--- src/rtl/relu_stream_engine_if.sv ---
// Source-read and destination-write ports between the ReLU stream engine and the GBUFFs.
// The engine uses the master modport; the buffer side uses the slave modport.
interface relu_stream_engine_if #(
    parameter int unsigned ADDR_W = 10,
    parameter int unsigned DATA_W = 64
) ();
    logic              src_ren;
    logic [ADDR_W-1:0] src_addr;
    logic [DATA_W-1:0] src_rdata;
    logic              dst_wen;
    logic [ADDR_W-1:0] dst_addr;
    logic [DATA_W-1:0] dst_wdata;
    logic              dst_ready;

    modport master (
        output src_ren,
        output src_addr,
        input  src_rdata,
        output dst_wen,
        output dst_addr,
        output dst_wdata,
        input  dst_ready
    );

    modport slave (
        input  src_ren,
        input  src_addr,
        output src_rdata,
        input  dst_wen,
        input  dst_addr,
        input  dst_wdata,
        output dst_ready
    );
endinterface

--- src/rtl/relu_stream_engine.sv ---
// Streams LEN packed words from a source GBUFF through a registered per-lane activation stage
// into a destination GBUFF. Reads are credit-limited so the skid FIFO can never overflow.
module relu_stream_engine #(
    parameter int unsigned ELEM_W = 16,
    parameter int unsigned LANES  = 4,
    parameter int unsigned ADDR_W = 10,
    parameter int unsigned RD_LAT = 1,
    parameter int unsigned FIFO_D = 4
) (
    input  logic                    clk,
    input  logic                    rst,
    input  logic                    start,
    input  logic [ADDR_W:0]         cfg_len,
    input  logic [ADDR_W-1:0]       cfg_src,
    input  logic [ADDR_W-1:0]       cfg_dst,
    input  logic [1:0]              cfg_mode,
    input  logic [3:0]              cfg_shift,
    input  logic [ELEM_W-1:0]       cfg_clip,
    relu_stream_engine_if.master    bus,
    output logic                    busy,
    output logic                    done,
    output logic [ADDR_W+LANES-1:0] neg_cnt
);
    localparam int unsigned DATA_W = ELEM_W * LANES;
    localparam int unsigned LEN_W  = ADDR_W + 1;
    localparam int unsigned NEG_W  = ADDR_W + LANES;
    localparam int unsigned PTR_W  = (FIFO_D > 1) ? $clog2(FIFO_D) : 1;
    localparam int unsigned CNT_W  = $clog2(FIFO_D + 1);
    localparam int unsigned CRD_W  = $clog2(FIFO_D + RD_LAT + 2) + 1;

    typedef enum logic [1:0] {
        S_IDLE,
        S_RUN,
        S_DRAIN,
        S_DONE
    } state_t;

    typedef enum logic [1:0] {
        M_RELU,
        M_LEAKY,
        M_CLAMP,
        M_PASS
    } mode_t;

    state_t r_state;
    state_t w_state_nxt;

    logic [LEN_W-1:0]  r_len;
    logic [ADDR_W-1:0] r_src;
    logic [ADDR_W-1:0] r_dst;
    mode_t             r_mode;
    logic [3:0]        r_shift;
    logic [ELEM_W-1:0] r_clip;

    logic [LEN_W-1:0]  r_rd_cnt;
    logic [LEN_W-1:0]  r_wr_cnt;
    logic [RD_LAT-1:0] r_vld_sr;
    logic              r_act_vld;
    logic [DATA_W-1:0] r_act_data;
    logic [NEG_W-1:0]  r_neg_cnt;

    logic [DATA_W-1:0] r_mem [FIFO_D];
    logic [PTR_W-1:0]  r_wptr;
    logic [PTR_W-1:0]  r_rptr;
    logic [CNT_W-1:0]  r_count;

    logic              w_src_ren;
    logic              w_dst_wen;
    logic              w_ret;
    logic              w_push;
    logic              w_pop;
    logic              w_start_ok;
    logic              w_credit_ok;
    logic              w_rd_more;
    logic              w_rd_last;
    logic              w_wr_done;
    logic [CRD_W-1:0]  w_inflight;
    logic [DATA_W-1:0] w_act;
    logic [NEG_W-1:0]  w_neg_add;

    function automatic logic [ELEM_W-1:0] act_lane(
        input logic signed [ELEM_W-1:0] x,
        input mode_t                    mode,
        input logic [3:0]               sh,
        input logic signed [ELEM_W-1:0] clip
    );
        logic [ELEM_W-1:0] y;
        y = x;
        case (mode)
            M_RELU:  y = x[ELEM_W-1] ? '0 : x;
            M_LEAKY: y = x[ELEM_W-1] ? (x >>> sh) : x;
            M_CLAMP: begin
                if (clip[ELEM_W-1] || x[ELEM_W-1]) y = '0;
                else if (x > clip)                 y = clip;
                else                               y = x;
            end
            default: y = x;
        endcase
        return y;
    endfunction

    function automatic logic [PTR_W-1:0] ptr_inc(input logic [PTR_W-1:0] p);
        return (p == PTR_W'(FIFO_D - 1)) ? '0 : p + PTR_W'(1);
    endfunction

    assign w_start_ok = (r_state == S_IDLE) && start;
    assign w_ret      = r_vld_sr[RD_LAT-1];
    assign w_push     = r_act_vld;
    assign w_dst_wen  = (r_count != '0);
    assign w_pop      = w_dst_wen && bus.dst_ready;
    assign w_rd_more  = (r_rd_cnt < r_len);
    assign w_rd_last  = ((r_rd_cnt + LEN_W'(1)) == r_len);
    assign w_wr_done  = ((r_wr_cnt + LEN_W'(w_pop)) == r_len);

    // Reads in the shift register or the activation register already own a FIFO slot.
    always_comb begin
        w_inflight = CRD_W'(r_act_vld);
        for (int unsigned i = 0; i < RD_LAT; i++) begin
            w_inflight = w_inflight + CRD_W'(r_vld_sr[i]);
        end
    end

    assign w_credit_ok = ((CRD_W'(r_count) + w_inflight) < CRD_W'(FIFO_D));

    always_comb begin
        w_act     = '0;
        w_neg_add = '0;
        for (int unsigned i = 0; i < LANES; i++) begin
            w_act[i*ELEM_W +: ELEM_W] = act_lane(bus.src_rdata[i*ELEM_W +: ELEM_W],
                                                 r_mode, r_shift, r_clip);
            w_neg_add = w_neg_add + NEG_W'(bus.src_rdata[i*ELEM_W + ELEM_W - 1]);
        end
    end

    always_ff @(posedge clk) begin
        if (rst) r_state <= S_IDLE;
        else     r_state <= w_state_nxt;
    end

    // DRAIN looks ahead at the final pop so done lands the cycle after the last write;
    // a zero-length job passes through DRAIN for one cycle with nothing to wait for.
    always_comb begin
        w_state_nxt = r_state;
        w_src_ren   = 1'b0;
        busy        = 1'b0;
        done        = 1'b0;
        case (r_state)
            S_IDLE: begin
                if (start) w_state_nxt = (cfg_len == '0) ? S_DRAIN : S_RUN;
            end
            S_RUN: begin
                busy      = 1'b1;
                w_src_ren = w_rd_more && w_credit_ok;
                if (w_src_ren && w_rd_last) w_state_nxt = S_DRAIN;
            end
            S_DRAIN: begin
                busy = 1'b1;
                if (w_wr_done) w_state_nxt = S_DONE;
            end
            S_DONE: begin
                done        = 1'b1;
                w_state_nxt = S_IDLE;
            end
            default: w_state_nxt = S_IDLE;
        endcase
    end

    always_ff @(posedge clk) begin
        if (rst) begin
            r_len      <= '0;
            r_src      <= '0;
            r_dst      <= '0;
            r_mode     <= M_RELU;
            r_shift    <= '0;
            r_clip     <= '0;
            r_rd_cnt   <= '0;
            r_wr_cnt   <= '0;
            r_vld_sr   <= '0;
            r_act_vld  <= 1'b0;
            r_act_data <= '0;
            r_neg_cnt  <= '0;
            r_wptr     <= '0;
            r_rptr     <= '0;
            r_count    <= '0;
        end else begin
            r_vld_sr  <= (r_vld_sr << 1) | RD_LAT'(w_src_ren);
            r_act_vld <= w_ret;
            if (w_ret) r_act_data <= w_act;
            if (w_push) r_wptr <= ptr_inc(r_wptr);
            if (w_pop)  r_rptr <= ptr_inc(r_rptr);
            r_count <= r_count + CNT_W'(w_push) - CNT_W'(w_pop);

            if (w_start_ok) begin
                r_len     <= cfg_len;
                r_src     <= cfg_src;
                r_dst     <= cfg_dst;
                r_mode    <= mode_t'(cfg_mode);
                r_shift   <= cfg_shift;
                r_clip    <= cfg_clip;
                r_rd_cnt  <= '0;
                r_wr_cnt  <= '0;
                r_neg_cnt <= '0;
            end else begin
                if (w_src_ren) r_rd_cnt <= r_rd_cnt + LEN_W'(1);
                if (w_pop)     r_wr_cnt <= r_wr_cnt + LEN_W'(1);
                if (w_ret)     r_neg_cnt <= r_neg_cnt + w_neg_add;
            end
        end
    end

    always_ff @(posedge clk) begin
        if (w_push) r_mem[r_wptr] <= r_act_data;
    end

    assign bus.src_ren   = w_src_ren;
    assign bus.src_addr  = w_src_ren ? (r_src + r_rd_cnt[ADDR_W-1:0]) : '0;
    assign bus.dst_wen   = w_dst_wen;
    assign bus.dst_addr  = w_dst_wen ? (r_dst + r_wr_cnt[ADDR_W-1:0]) : '0;
    assign bus.dst_wdata = w_dst_wen ? r_mem[r_rptr] : '0;
    assign neg_cnt       = r_neg_cnt;
endmodule

--- src/flat_wrapper.sv ---
// flat-port wrapper written by rule: the top's interface ports become plain ports
module relu_stream_engine_flat 
#(
    parameter int unsigned ELEM_W = 16,
    parameter int unsigned LANES  = 4,
    parameter int unsigned ADDR_W = 10,
    parameter int unsigned RD_LAT = 1,
    parameter int unsigned FIFO_D = 4
)
  (clk, rst, start, cfg_len, cfg_src, cfg_dst, cfg_mode, cfg_shift, cfg_clip, busy, done, neg_cnt, bus_src_ren, bus_src_addr, bus_src_rdata, bus_dst_wen, bus_dst_addr, bus_dst_wdata, bus_dst_ready);
  relu_stream_engine_if #(.ADDR_W(ADDR_W), .DATA_W((ELEM_W * LANES))) bus_i ();
  input  logic clk;
  input  logic rst;
  input  logic start;
  input  logic [ADDR_W:0] cfg_len;
  input  logic [ADDR_W-1:0] cfg_src;
  input  logic [ADDR_W-1:0] cfg_dst;
  input  logic [1:0] cfg_mode;
  input  logic [3:0] cfg_shift;
  input  logic [ELEM_W-1:0] cfg_clip;
  output logic busy;
  output logic done;
  output logic [ADDR_W+LANES-1:0] neg_cnt;
  output wire logic [$bits(bus_i.src_ren)-1:0] bus_src_ren;
  output wire logic [$bits(bus_i.src_addr)-1:0] bus_src_addr;
  input wire logic [$bits(bus_i.src_rdata)-1:0] bus_src_rdata;
  output wire logic [$bits(bus_i.dst_wen)-1:0] bus_dst_wen;
  output wire logic [$bits(bus_i.dst_addr)-1:0] bus_dst_addr;
  output wire logic [$bits(bus_i.dst_wdata)-1:0] bus_dst_wdata;
  input wire logic [$bits(bus_i.dst_ready)-1:0] bus_dst_ready;
  assign bus_src_ren = bus_i.src_ren;
  assign bus_src_addr = bus_i.src_addr;
  assign bus_i.src_rdata = bus_src_rdata;
  assign bus_dst_wen = bus_i.dst_wen;
  assign bus_dst_addr = bus_i.dst_addr;
  assign bus_dst_wdata = bus_i.dst_wdata;
  assign bus_i.dst_ready = bus_dst_ready;
  relu_stream_engine #(.ELEM_W(ELEM_W), .LANES(LANES), .ADDR_W(ADDR_W), .RD_LAT(RD_LAT), .FIFO_D(FIFO_D)) u_core (.clk(clk), .rst(rst), .start(start), .cfg_len(cfg_len), .cfg_src(cfg_src), .cfg_dst(cfg_dst), .cfg_mode(cfg_mode), .cfg_shift(cfg_shift), .cfg_clip(cfg_clip), .bus(bus_i), .busy(busy), .done(done), .neg_cnt(neg_cnt));
endmodule
--- config.mk ---
export PLATFORM = sky130hd
export DESIGN_NAME = relu_stream_engine_flat
export DESIGN_NICKNAME = d
export VERILOG_FILES = /design/src/rtl/relu_stream_engine_if.sv /design/src/rtl/relu_stream_engine.sv /design/src/flat_wrapper.sv
export SDC_FILE = /design/constraint.sdc
export NUM_CORES = 1
export LEC_CHECK = 0
export BUFFER_PORTS_ARGS = -buffer_cell sky130_fd_sc_hd__buf_2
export CAP_MARGIN = 20
export CELL_PAD_IN_SITES_DETAIL_PLACEMENT = 0
export CELL_PAD_IN_SITES_GLOBAL_PLACEMENT = 1
export CORE_MARGIN = 4
export CORE_UTILIZATION = 45
export CTS_BUF_LIST = sky130_fd_sc_hd__clkbuf_4
export DETAILED_ROUTE_END_ITERATION = 8
export PLACE_DENSITY = 0.76
export SKIP_LAST_GASP = 1
export SLEW_MARGIN = 40
export SYNTH_ARGS = -nofsm -noshare
export SYNTH_HDL_FRONTEND = slang
export SYNTH_SLANG_ARGS = --single-unit
--- constraint.sdc ---
create_clock -name clk -period 3.2 [get_ports clk]
set_input_delay 0.8 -clock clk [delete_from_list [all_inputs] [get_ports clk]]
set_output_delay 0.8 -clock clk [all_outputs]
set_load 0.01 [all_outputs]
==> flow_metrics.env <==
export IMPL_outcome="finished, violations left"
export IMPL_violations="negative setup slack"
export IMPL_synthesis_nets=2439
export IMPL_total_power_w=0.0189
export IMPL_required_ns=2.40
export IMPL_yosysSeqAreaShare_pct=46.1
export IMPL_p_clk_share_pct=24.7
export IMPL_clk_path_buf_depth=3
export IMPL_rr_startpoint="u_core.r_clip[13]$_SDFFE_PP0P_"
export IMPL_yosysMostFrequentCell="edfxtp_1"
export IMPL_clock_latency_ns=0.96
export IMPL_power_switching_w=0.00675
export IMPL_io_pins=223
export IMPL_rsz0062_at_grt="true"
export IMPL_gpl_final_weighted_congestion=0.952
export IMPL_nets=2820
export IMPL_fin_ws_ns=-0.426
export IMPL_p_int_w=0.0121
export IMPL_reg2reg_depth=10
export IMPL_cts_root_buf="clkbuf_4"
export IMPL_setup_violations=68
export IMPL_cap_violations=0
export IMPL_grt_usage_pct=27.1
export IMPL_first_pass_iters=8
export IMPL_layout_cells_non_filler=3346
export IMPL_cp_startpoint="u_core.r_rd_cnt[3]$_SDFFE_PP0P_"
export IMPL_async_flop_share_pct=0
export IMPL_yosys_area_top_type="edfxtp_1"
export IMPL_cp_start_kind="flop"
export IMPL_synth_edf_count=256
export IMPL_seqPwrFrac_pct=35.7
export IMPL_start_util_pct=45.4
export IMPL_worstHoldStart="cfg_shift[1]"
export IMPL_cp_arrival_ns=2.83
export IMPL_hold_path_class="primary input to flop"
export IMPL_wire_per_inst_um=23.4
export IMPL_cts_clk_slew_worst_paths_ns=0.07
export IMPL_grt_ovfl_total=0
export IMPL_max_slew_margin_pct=42.6
export IMPL_p_per_area_nw_per_um2=648
export IMPL_endpoint_kind="output pin"
export IMPL_p_leak_nw=11.1
export IMPL_fin_crit_ns=3.63
export IMPL_yosys_warnings=0
export IMPL_vias=19500
export IMPL_netlist_instances=2193
export IMPL_viasPerCell=5.84
export IMPL_place_inst=3118
export IMPL_synth_distinct_cells=85
export IMPL_cts_inserted_buffers=108
export IMPL_syn2layout_area_growth_pct=22.2
export IMPL_rrSetupSlack_ns=0.06
export IMPL_cts_tree="yes"
export IMPL_antenna_found_initial=7
export IMPL_drc=0
export IMPL_critPathCapture="bus_src_addr[9]"
export IMPL_synthDominantCellAreaShare_pct=32.2
export IMPL_ctsHoldBuffers=0
export IMPL_syn_area_um2=23900
export IMPL_dpl_hpwl_um=56300
export IMPL_fp_row_count=84
export IMPL_path_class="flop to output pin"
export IMPL_combPwrFrac_pct=39.6
export IMPL_cts_max_level=3
export IMPL_ant_nets=0
export IMPL_worst_slew_pin_slew_ns=0.860
export IMPL_grt_first_pass_wirelength_um=118000
export IMPL_wl_um=78300
export IMPL_initialDrtViolationCount=1866
export IMPL_synth_common_cells="256 x edfxtp_1, 241 x nand2_1, 199 x a21oi_1"
export IMPL_drive_gt1_share_pct=31.9
export IMPL_die_y_um=238
export IMPL_path_max_fanout=6
export IMPL_netSwitchingFraction_pct=35.7
export IMPL_hold_viol=0
export IMPL_synth_avg_cell_area_um2=10.9
export IMPL_grt_pass1_vias=19000
export IMPL_floorplan_die_area_um2=56800
export IMPL_dpl_worst_slack_ns=-0.206
export IMPL_r2r_end="u_core.r_act_data[8]$_SDFFE_PP0P_"
export IMPL_drv_slew=0
export IMPL_die_w_um=238
export IMPL_synthTopCellsByArea="edfxtp_1 32%, dfxtp_1 14%, mux4_2 9.2%"
export IMPL_finalCritPeriodShare_pct=113
export IMPL_synth_main_ff_cell="edfxtp_1"
export IMPL_clock_sinks=422
export IMPL_clock_fmax_mhz=276
export IMPL_coreArea_um2=52600
export IMPL_finalCoreUtilization_pct=55.5
export IMPL_vdd_drop_max_uv=480
export IMPL_grt_start_max_net_pins=83
export IMPL_worst_clock_skew_ns=0.0848
export IMPL_io_buffers=222
export IMPL_yosys_register_bits=422
[routing by layer]
metal,vias to the layer above,global-route usage [%],routed length (µm)
li1,9092,-,-
met1,9517,41.1,36400
met2,838,39.9,34200
met4,6,6.33,1340
met3,93,6.14,6300
met5,-,0,35
[worst max-delay path, stage by stage (launching register included)]
cell	delay, ns
dfxtp_1	0.47
ha_1	0.29
o21ai_2	0.07
a21oi_2	0.05
o31ai_1	0.24
a32o_2	0.23
nand2_4	0.10
a41o_1	0.22
nor3_2	0.10
buf_2	0.15
[stage by stage]
stage	TNS, ns	area [µm²]	hold WS (ns)
after global routing	-16.19	29200	0.0371
after detailed placement	-3.03	26500	0.450
after floorplan	0	23900	0.436
after CTS	-14.86	28800	0.000401
after global placement	-1.33	26500	0.450
final	-7.11	29200	0.0784
[layout by cell type, fill, tap and decap left out, types with 12 or more instances in the layout]
master    instances
a211oi_1         33
a21o_1           20
a21oi_1         190
a31oi_1          16
and2_1           38
and2_4           43
buf_12           14
buf_2           172
buf_4           165
buf_6            56
clkbuf_4        154
clkinv_1         25
dfxtp_1         148
dfxtp_2          12
edfxtp_1        256
ha_1            111
inv_1            59
mux2_2           23
mux2i_1          42
mux4_1           14
mux4_2           98
nand2_1         238
nand3_1          29
nand4_1          25
nor2_1          156
nor2b_1          12
nor3_1           15
o211ai_1         13
o21a_1           19
o21ai_0         113
xnor2_1          24
xor2_1           37
[what timing repair did]
item | CTS | global route
gates cloned | 8 | 1
pin swaps | 24 | 20
setup buffers | 20 | 12
resized for setup | 132 | 79
endpoints found under the setup margin | 83 | 89
[worst min path at each step]
stage                                          end  cells past startpoint
global placement    u_core.r_clip[15]$_SDFFE_PP0P_                      2
finish              u_core.r_shift[1]$_SDFFE_PP0P_                      3
global route         u_core.r_clip[4]$_SDFFE_PP0P_                      3
CTS                 u_core.r_shift[1]$_SDFFE_PP0P_                      3
detailed placement  u_core.r_clip[15]$_SDFFE_PP0P_                      2
floorplan           u_core.r_clip[15]$_SDFFE_PP0P_                      2
[flip-flops by register name, summed over array words and instances, names as in the netlist, named ones only]
register	count
u_core.neg_cnt	14
u_core.r_act_data	64
u_core.r_act_vld	1
u_core.r_clip	16
u_core.r_count	3
u_core.r_dst	10
u_core.r_len	11
u_core.r_mem	256
u_core.r_mode	2
u_core.r_rd_cnt	11
u_core.r_rptr	2
u_core.r_shift	4
u_core.r_src	10
u_core.r_state	2
u_core.r_vld_sr	1
u_core.r_wptr	2
u_core.r_wr_cnt	11
[area by class of cell]
class,instances,area (µm²)
multi-input combinational,1561,12400
fill,4602,23400
clock buffer,154,1160
sequential,422,11000
antenna,7,17.5
inverter,65,249
tap,688,861
clock inverter,33,218
timing repair buffer,416,3240
[power by group through the flow]
stage / Combinational [W] / Clock, W / Sequential [W]
5_1_grt: 0.00808 / 0.00512 / 0.00679
3_5_place_dp: 0.00625 / 0 / 0.00683
3_3_place_gp: 0.00619 / 0 / 0.00678
6_report: 0.00749 / 0.00466 / 0.00674
4_1_cts: 0.00715 / 0.00478 / 0.00673
2_1_floorplan: 0.00406 / 0 / 0.00660
[logic make-up (layout without fill, tap and decap cells)]
family,after synthesis,in the layout,share of synthesized area (%)
xor+xnor,64,64,2.35
compound gates,555,555,14.8
buf+inv,210,668,3.83
flops,422,422,46.1
mux,177,177,13.6
fa+ha+maj,125,125,6.71
other cells,0,7,0
simple gates,640,640,12.6
No activity file was read; power rests on OpenSTA's default activity.
